File: config.mk
export PLATFORM = sky130hd
export DESIGN_NAME = trap_seq_flat
export DESIGN_NICKNAME = d
export VERILOG_FILES = /design/src/rtl/trap_seq_if.sv /design/src/rtl/trap_seq.sv /design/src/flat_wrapper.sv
export SDC_FILE = /design/constraint.sdc
export NUM_CORES = 1
export LEC_CHECK = 0
export ABC_AREA = 1
export BUFFER_PORTS_ARGS = -buffer_cell sky130_fd_sc_hd__buf_4
export CAP_MARGIN = 15
export CORE_ASPECT_RATIO = 1.75
export CORE_MARGIN = 1
export CORE_UTILIZATION = 31
export CTS_CLUSTER_SIZE = 16
export DETAILED_ROUTE_END_ITERATION = 12
export PLACE_DENSITY_LB_ADDON = 0.05
export SLEW_MARGIN = 10
export SYNTH_ARGS = -nofsm -noshare
export SYNTH_HDL_FRONTEND = slang
export SYNTH_SLANG_ARGS = --single-unit
File: constraint.sdc
create_clock -name clk -period 3.5 [get_ports clk]
set_input_delay 1.05 -clock clk [delete_from_list [all_inputs] [get_ports clk]]
set_output_delay 1.05 -clock clk [all_outputs]
set_load 0.02 [all_outputs]
File: src/rtl/trap_seq_if.sv
// trap_seq_if: the trap sequencer's exclusive write channel into the CSR file.
//   trap_csr_we_o     write enable, driven by the sequencer (master)
//   trap_csr_addr_o   12-bit CSR address, driven by the sequencer
//   trap_csr_wdata_o  write data, driven by the sequencer
//   trap_csr_rdata_i  read data, returned by the CSR file (slave),
//                     combinational from trap_csr_addr_o
interface trap_seq_if;
  logic        trap_csr_we_o;
  logic [11:0] trap_csr_addr_o;
  logic [31:0] trap_csr_wdata_o;
  logic [31:0] trap_csr_rdata_i;

  modport master (
    output trap_csr_we_o,
    output trap_csr_addr_o,
    output trap_csr_wdata_o,
    input  trap_csr_rdata_i
  );

  modport slave (
    input  trap_csr_we_o,
    input  trap_csr_addr_o,
    input  trap_csr_wdata_o,
    output trap_csr_rdata_i
  );
endinterface

File: src/rtl/trap_seq.sv
// trap_seq: machine-mode trap sequencer.
// Accepts exceptions, masked interrupts and mret at an instruction retire
// boundary, writes mepc/mcause/mtval/mstatus through the trap CSR channel in
// a fixed sequence, then redirects the PC. The pipeline is held throughout.
// Ports:
//   clk, rst_n          clock, asynchronous active-low reset
//   csr                 trap CSR channel (we/addr/wdata out, rdata in)
//   hx_valid            retire boundary qualifier for all events
//   pc_i, pc_n_i        PC of retiring / next instruction
//   inst_i              retiring instruction word (mtval for illegal)
//   illegal_i, ecall_i, ebreak_i, mret_i   decoded retire events
//   ex_int_i, tcmp_int_i, soft_int_i       mie-masked interrupt requests
//   mstatus_mie_i       global interrupt enable
//   hold_o              pipeline stall
//   jump_o, jump_addr_o one-cycle PC redirect and its target
module trap_seq #(
  parameter bit VECTORED = 1'b0
) (
  input  logic        clk,
  input  logic        rst_n,
  trap_seq_if.master  csr,
  input  logic        hx_valid,
  input  logic [31:0] pc_i,
  input  logic [31:0] pc_n_i,
  input  logic [31:0] inst_i,
  input  logic        illegal_i,
  input  logic        ecall_i,
  input  logic        ebreak_i,
  input  logic        mret_i,
  input  logic        ex_int_i,
  input  logic        tcmp_int_i,
  input  logic        soft_int_i,
  input  logic        mstatus_mie_i,
  output logic        hold_o,
  output logic        jump_o,
  output logic [31:0] jump_addr_o
);
  localparam logic [11:0] A_MSTATUS = 12'h300;
  localparam logic [11:0] A_MTVEC   = 12'h305;
  localparam logic [11:0] A_MEPC    = 12'h341;
  localparam logic [11:0] A_MCAUSE  = 12'h342;
  localparam logic [11:0] A_MTVAL   = 12'h343;

  typedef enum logic [2:0] {
    IDLE, W_EPC, W_CAUSE, W_TVAL, W_STAT, T_JUMP, R_STAT, R_JUMP
  } state_t;

  state_t      r_state;
  logic        r_we;
  logic        r_jump;
  logic [11:0] r_addr;
  logic [31:0] r_mepc;
  logic [31:0] r_cause;
  logic [31:0] r_tval;

  logic        w_exc;
  logic        w_int;
  logic        w_accept;
  logic        w_is_mret;
  logic [31:0] w_epc;
  logic [31:0] w_cause;
  logic [31:0] w_tval;
  logic [31:0] w_wdata;
  logic [31:0] w_jump_addr;

  // Trap entry: MPIE <- MIE, MIE <- 0.
  function automatic logic [31:0] trap_mstatus(input logic [31:0] s);
    logic [31:0] r;
    r    = s;
    r[7] = s[3];
    r[3] = 1'b0;
    return r;
  endfunction

  // Trap return: MIE <- MPIE, MPIE <- 1.
  function automatic logic [31:0] mret_mstatus(input logic [31:0] s);
    logic [31:0] r;
    r    = s;
    r[3] = s[7];
    r[7] = 1'b1;
    return r;
  endfunction

  // Only interrupts (cause[31]=1) are vectored; exceptions use the base.
  function automatic logic [31:0] jump_target(input logic [31:0] tvec,
                                              input logic [31:0] cause);
    logic [31:0] t;
    t = {tvec[31:2], 2'b00};
    if (VECTORED && cause[31])
      t = t + {25'd0, cause[4:0], 2'b00};
    return t;
  endfunction

  assign w_exc    = illegal_i | ecall_i | ebreak_i;
  assign w_int    = mstatus_mie_i & (ex_int_i | soft_int_i | tcmp_int_i);
  assign w_accept = (r_state == IDLE) & hx_valid & (w_exc | mret_i | w_int);

  // Event priority; values only matter when w_accept is set.
  always_comb begin
    w_is_mret = 1'b0;
    w_epc     = pc_i;
    w_cause   = 32'd0;
    w_tval    = 32'd0;
    if (illegal_i) begin
      w_cause = 32'd2;
      w_tval  = inst_i;
    end else if (ecall_i) begin
      w_cause = 32'd11;
    end else if (ebreak_i) begin
      w_cause = 32'd3;
    end else if (mret_i) begin
      w_is_mret = 1'b1;
    end else if (ex_int_i) begin
      w_cause = 32'h8000_000B;
      w_epc   = pc_n_i;
    end else if (soft_int_i) begin
      w_cause = 32'h8000_0003;
      w_epc   = pc_n_i;
    end else begin
      w_cause = 32'h8000_0007;
      w_epc   = pc_n_i;
    end
  end

  always_ff @(posedge clk or negedge rst_n) begin
    if (!rst_n) begin
      r_state <= IDLE;
      r_we    <= 1'b0;
      r_jump  <= 1'b0;
      r_addr  <= 12'd0;
      r_mepc  <= 32'd0;
      r_cause <= 32'd0;
      r_tval  <= 32'd0;
    end else begin
      case (r_state)
        IDLE: begin
          r_we   <= 1'b0;
          r_jump <= 1'b0;
          r_addr <= 12'd0;
          if (w_accept) begin
            r_we <= 1'b1;
            if (w_is_mret) begin
              r_state <= R_STAT;
              r_addr  <= A_MSTATUS;
            end else begin
              r_state <= W_EPC;
              r_addr  <= A_MEPC;
              r_mepc  <= w_epc;
              r_cause <= w_cause;
              r_tval  <= w_tval;
            end
          end
        end
        W_EPC: begin
          r_state <= W_CAUSE;
          r_addr  <= A_MCAUSE;
        end
        W_CAUSE: begin
          r_state <= W_TVAL;
          r_addr  <= A_MTVAL;
        end
        W_TVAL: begin
          r_state <= W_STAT;
          r_addr  <= A_MSTATUS;
        end
        W_STAT: begin
          r_state <= T_JUMP;
          r_we    <= 1'b0;
          r_addr  <= A_MTVEC;
          r_jump  <= 1'b1;
        end
        R_STAT: begin
          r_state <= R_JUMP;
          r_we    <= 1'b0;
          r_addr  <= A_MEPC;
          r_jump  <= 1'b1;
        end
        default: begin
          // T_JUMP, R_JUMP: redirect done, release the pipeline.
          r_state <= IDLE;
          r_we    <= 1'b0;
          r_addr  <= 12'd0;
          r_jump  <= 1'b0;
        end
      endcase
    end
  end

  // mstatus updates and jump targets depend on the value read back in the
  // same cycle, so they are formed combinationally from rdata.
  always_comb begin
    w_wdata     = 32'd0;
    w_jump_addr = 32'd0;
    case (r_state)
      W_EPC:   w_wdata     = r_mepc;
      W_CAUSE: w_wdata     = r_cause;
      W_TVAL:  w_wdata     = r_tval;
      W_STAT:  w_wdata     = trap_mstatus(csr.trap_csr_rdata_i);
      R_STAT:  w_wdata     = mret_mstatus(csr.trap_csr_rdata_i);
      T_JUMP:  w_jump_addr = jump_target(csr.trap_csr_rdata_i, r_cause);
      R_JUMP:  w_jump_addr = csr.trap_csr_rdata_i;
      default: ;
    endcase
  end

  assign csr.trap_csr_we_o    = r_we;
  assign csr.trap_csr_addr_o  = r_addr;
  assign csr.trap_csr_wdata_o = w_wdata;
  assign hold_o               = (r_state != IDLE) | w_accept;
  assign jump_o               = r_jump;
  assign jump_addr_o          = w_jump_addr;
endmodule
File: src/flat_wrapper.sv
// flat-port wrapper written by rule: the top's interface ports become plain ports
module trap_seq_flat 
#(
  parameter bit VECTORED = 1'b0
)
  (clk, rst_n, hx_valid, pc_i, pc_n_i, inst_i, illegal_i, ecall_i, ebreak_i, mret_i, ex_int_i, tcmp_int_i, soft_int_i, mstatus_mie_i, hold_o, jump_o, jump_addr_o, csr_trap_csr_we_o, csr_trap_csr_addr_o, csr_trap_csr_wdata_o, csr_trap_csr_rdata_i);
  trap_seq_if csr_i ();
  input  logic clk;
  input  logic rst_n;
  input  logic hx_valid;
  input  logic [31:0] pc_i;
  input  logic [31:0] pc_n_i;
  input  logic [31:0] inst_i;
  input  logic illegal_i;
  input  logic ecall_i;
  input  logic ebreak_i;
  input  logic mret_i;
  input  logic ex_int_i;
  input  logic tcmp_int_i;
  input  logic soft_int_i;
  input  logic mstatus_mie_i;
  output logic hold_o;
  output logic jump_o;
  output logic [31:0] jump_addr_o;
  output wire logic [$bits(csr_i.trap_csr_we_o)-1:0] csr_trap_csr_we_o;
  output wire logic [$bits(csr_i.trap_csr_addr_o)-1:0] csr_trap_csr_addr_o;
  output wire logic [$bits(csr_i.trap_csr_wdata_o)-1:0] csr_trap_csr_wdata_o;
  input wire logic [$bits(csr_i.trap_csr_rdata_i)-1:0] csr_trap_csr_rdata_i;
  assign csr_trap_csr_we_o = csr_i.trap_csr_we_o;
  assign csr_trap_csr_addr_o = csr_i.trap_csr_addr_o;
  assign csr_trap_csr_wdata_o = csr_i.trap_csr_wdata_o;
  assign csr_i.trap_csr_rdata_i = csr_trap_csr_rdata_i;
  trap_seq #(.VECTORED(VECTORED)) u_core (.clk(clk), .rst_n(rst_n), .csr(csr_i), .hx_valid(hx_valid), .pc_i(pc_i), .pc_n_i(pc_n_i), .inst_i(inst_i), .illegal_i(illegal_i), .ecall_i(ecall_i), .ebreak_i(ebreak_i), .mret_i(mret_i), .ex_int_i(ex_int_i), .tcmp_int_i(tcmp_int_i), .soft_int_i(soft_int_i), .mstatus_mie_i(mstatus_mie_i), .hold_o(hold_o), .jump_o(jump_o), .jump_addr_o(jump_addr_o));
endmodule
Word-level counts from Yosys, hierarchy flattened
Index checks and enable logic that the tools add are counted.
{"block": "classes", "n_reduce_logical": 5, "muxes": 26, "n_eq_ne": 8, "bitwise_logic": 11}
{"operator": "$mux W32", "n": 10}
{"operator": "$pmux W32 S5", "n": 1}
{"operator": "$pmux W12 S6", "n": 1}
{"operator": "$pmux W32 S2", "n": 1}
{"operator": "$pmux W3 S6", "n": 1}
{"operator": "$eq A3 B3 Y1 const B", "n": 4}
{"operator": "$mux W12", "n": 1}
{"operator": "$mux W3", "n": 3}
{"operator": "$mux W7", "n": 1}
{"operator": "$or A1 B1 Y1", "n": 7}
{"operator": "$eq A3 B2 Y1 const B", "n": 2}
{"operator": "$mux W1", "n": 5}
{"operator": "$pmux W1 S2", "n": 2}
{"operator": "$and A1 B1 Y1", "n": 3}
{"operator": "$eq A3 B1 Y1 const B", "n": 1}
{"operator": "$logic_not A3 Y1", "n": 1}
{"operator": "$reduce_and A3 Y1", "n": 1}
{"operator": "$reduce_bool A3 Y1", "n": 1}
{"operator": "$reduce_or A3 Y1", "n": 1}
{"operator": "$ne A2 B1 Y1 const B", "n": 1}
{"operator": "$reduce_or A2 Y1", "n": 1}
{"operator": "$not A1 Y1", "n": 1}
{"block": "word_totals", "reg_bits": 113, "word_cells": 57, "input_bits": 139}

Longest topological paths before layout
{"block": "logic_depth", "ltp_word": 7, "depth_mapped": 9, "depth_no_buf": 7}

Worst setup path after synthesis
OpenSTA, ideal clock, no wires.
{"block": "synth_path", "path_kind": "input to output", "startpoint": "in illegal_i", "endpoint": "out hold_o", "arrival_ps": 1954, "n_path_buf": 2, "path_slack_ps": 496, "cell_stages": 8, "cell_sequence": "buf_2 > inv_2 > nand2_1 > nor2_2 > nand2_2 > buf_6 > nand2_1 > nand2_1"}
{"block": "synth_via", "elab_chain_cells": 6}
{"item": "start: declaration", "line": "flat_wrapper.sv:14", "source": "input logic illegal_i;"}
{"item": "$or A1 B1 Y1 (2 in a row)", "line": "trap_seq.sv:94", "source": "assign w_exc = illegal_i | ecall_i | ebreak_i;"}
{"item": "$or A1 B1 Y1 (2 in a row)", "line": "trap_seq.sv:96", "source": "assign w_accept = (r_state == IDLE) & hx_valid & (w_exc | mret_i | w_int);"}
{"item": "$and A1 B1 Y1", "line": "trap_seq.sv:96"}
{"item": "$or A1 B1 Y1", "line": "trap_seq.sv:209", "source": "assign hold_o = (r_state != IDLE) | w_accept;"}
{"item": "end: declaration", "line": "flat_wrapper.sv:22", "source": "output logic hold_o;"}
No other way between the ends.

Worst setup path after layout
{"block": "layout_path", "startpoint": "in mret_i", "endpoint": "out hold_o"}
{"block": "layout_via", "elab_chain_cells": 4}
{"item": "start: declaration", "line": "flat_wrapper.sv:17", "source": "input logic mret_i;"}
{"item": "$or A1 B1 Y1 (2 in a row)", "line": "trap_seq.sv:96"}
{"item": "$and A1 B1 Y1", "line": "trap_seq.sv:96"}
{"item": "$or A1 B1 Y1", "line": "trap_seq.sv:209"}
No other way between the ends.

==> run metrics <==
die area=15900 um2; mux contribution to synthesized area=0; fin area=6640 um2; Final Slew Violations=0; dpl hpwl=11.7 mm; Clock transition at path regs=50 ps; Yosys warnings=0; RSZ-0062 raised after global routing=false; most frequent cells in the layout=nand2_1 (281), buf_4 (222), nand4_1 (102); Crit Path Category=in2out; # clock sinks=79; PD cells=661 nW/um2; Final Hold Vio Count=0; Compound-Gate Fraction of Synth Area=0.0561; CP Capture Type=output pin; Worst R2R Setup Slack=1580 ps; outcome=finished, final reports clean; final wirelength=16.3 mm; first-pass GRT wire length=25.9 mm; CP Launch Type=input pin; placed instance area=6360 um2; Final Critical Period=3130 ps; CTS max path bufs=2; Worst-Margin Slew=1040 ps; largest family of logic cells by synthesized area=simple AND/OR/NAND/NOR gates; hold_buf cts=0; Synth Register Bits=79; Fmax=320 MHz; initial core utilization=0.318; Synth Area in XOR/XNOR=0; total power draw=4.39 mW; Post-CTS Setup Inserts=0; post-route ant nets=0; Period Utilization, post-route=0.894; largest net degree at the start of global routing=80; die height=166 um; initial DRC count=216; grt total ovfl=0; fill cell count=1581; DR vias/cell=4.93; htree depth=3; Hold/Removal Path Class=reg2reg; # resized after CTS=0; footprint of the multi-input gates=2290 um2; Site Rows=59; CTS tree=built; Wirelength per Cell=15.7 um; worst relative slew slack=0.308; max cap viols=0; Clock Latency Late Sink=340 ps; # nets final=987; leakage=3.66 nW; Total GRT Usage=0.209; Unique masters post-synth=23; Mapped Cells=670; Register Area=1980 um2; gpl congestion=0.784; dpl ws=382 ps; worst-path fanout max=5; WP data arrival=2080 ps; # DRC=0; IO Port Bufs=211; Seq/Total Area, Yosys=0.414; # IOs=218; vias in the first global route=5057; Mapped Avg Cell Area=7.12 um2; setup ws final=372 ps; Clock Tree Root=clkbuf_16; Syn Std Cell Area=4770 um2; final setup vio count=0; Peak VDD IR=0.235 mV; clk_skew=8.73 ps; antenna violations before repair=0; WP data required=2450 ps; Core ar.=15000 um2; Post-Synth Adder-Cell Area=0; Num CTS Buffers=9; setup tns final=0 ps; final hold slack=469 ps; most common cell after layout, fill and taps aside=nand2_1; Initial DRT Pass Iterations=5; die width=95.8 um; Layout area overhead=39.2%; simple-gate portion of the synthesized area=0.419; via count=5104; share of layout cells above drive strength 1=0.294; Ant. Diodes=0
-- metrics by stage --
stage	std cells	utilization
2_1_floorplan	675	-
3_3_place_gp	1020	0.425
3_5_place_dp	1020	0.425
4_1_cts	1036	0.443
5_1_grt	1036	0.443
6_report	1036	0.443
-- logic make-up after synthesis --
kind of cell | Yosys count
AOI/OAI and AO/OA | 37
other | 1
buffers and inverters | 110
DFF | 79
and+or+nand+nor | 443
-- worst max-delay path, stage by stage --
cell and delay (ps):
buf_4 130, nor2_1 130, nand2_1 80, nor2_2 130
nand2_2 110, nand2_1 190, nand2_1 90, buf_4 160
-- report_power, final --
| group | leakage, nW | switching [mW] | total [mW] | internal, mW |
|---|---|---|---|---|
| clock network | 0.132 | 0.364 | 0.862 | 0.498 |
| logic | 2.52 | 1.22 | 1.98 | 0.755 |
| registers | 1.00 | 0.241 | 1.55 | 1.31 |
-- area by class of cell --
class / count / area share
Clock buffer: 11 / 0.0365
Timing Repair Buffer: 223 / 0.254
Multi-Input combinational cell: 486 / 0.345
Clock inverter: 5 / 0.00509
Sequential cell: 79 / 0.298
Tap cell: 183 / 0.0345
Inverter: 49 / 0.0277
-- sequential cells by signal (all words and copies together), names as in the netlist --
| name | count |
|---|---|
| u_core.csr.trap_csr_addr_o | 5 |
| u_core.r_tval | 32 |
| u_core.jump_o | 1 |
| u_core.r_cause | 5 |
| u_core.r_mepc | 32 |
| u_core.csr.trap_csr_we_o | 1 |
| u_core.r_state | 3 |
-- path summary, 6_finish.rpt --
| check | startpoint | cells after the start | endpoint |
|---|---|---|---|
| max reg2reg | u_core.r_state[1]$_DFFE_PN0P_ | 6 | u_core.r_cause[3]$_DFFE_PN0P_ |
| max in group asynchronous | rst_n | 1 | u_core.r_mepc[8]$_DFFE_PN0P_ |
| min | u_core.r_cause[31]$_DFFE_PN0P_ | 2 | u_core.r_cause[31]$_DFFE_PN0P_ |
| min reg2reg | u_core.r_cause[31]$_DFFE_PN0P_ | 2 | u_core.r_cause[31]$_DFFE_PN0P_ |
| max | mret_i | 8 | hold_o |
| min in group asynchronous | rst_n | 1 | u_core.r_tval[18]$_DFFE_PN0P_ |
-- routing by layer --
metal | up-vias | GRT usage | routed length [um]
met4 | 0 | 0.0545 | 189
met1 | 2373 | 0.274 | 7030
met5 | - | 0 | 0
li1 | 2554 | - | -
met3 | 10 | 0.0307 | 828
met2 | 167 | 0.354 | 8200
-- cells in the mapped netlist --
cell,count,share of area
o2111ai_1,4,0.0073
buf_6,3,0.0071
clkbuf_1,18,0.014
nor2_2,1,0.0013
o21ai_0,4,0.0042
buf_2,23,0.024
nand4_1,102,0.13
a21oi_1,2,0.0021
a22oi_1,1,0.0016
inv_1,44,0.035
nand2_1,281,0.22
nor2_1,41,0.032
buf_4,16,0.025
nor2_8,1,0.0042
nor2_4,2,0.0047
inv_2,5,0.0039
nand3_4,2,0.0073
o211ai_1,26,0.041
dfrtp_1,79,0.41
conb_1,1,0.00079
nand3_1,11,0.012
nand2_2,2,0.0026
buf_1,1,0.00079
Note: power is estimated with default switching activity, not from simulation.
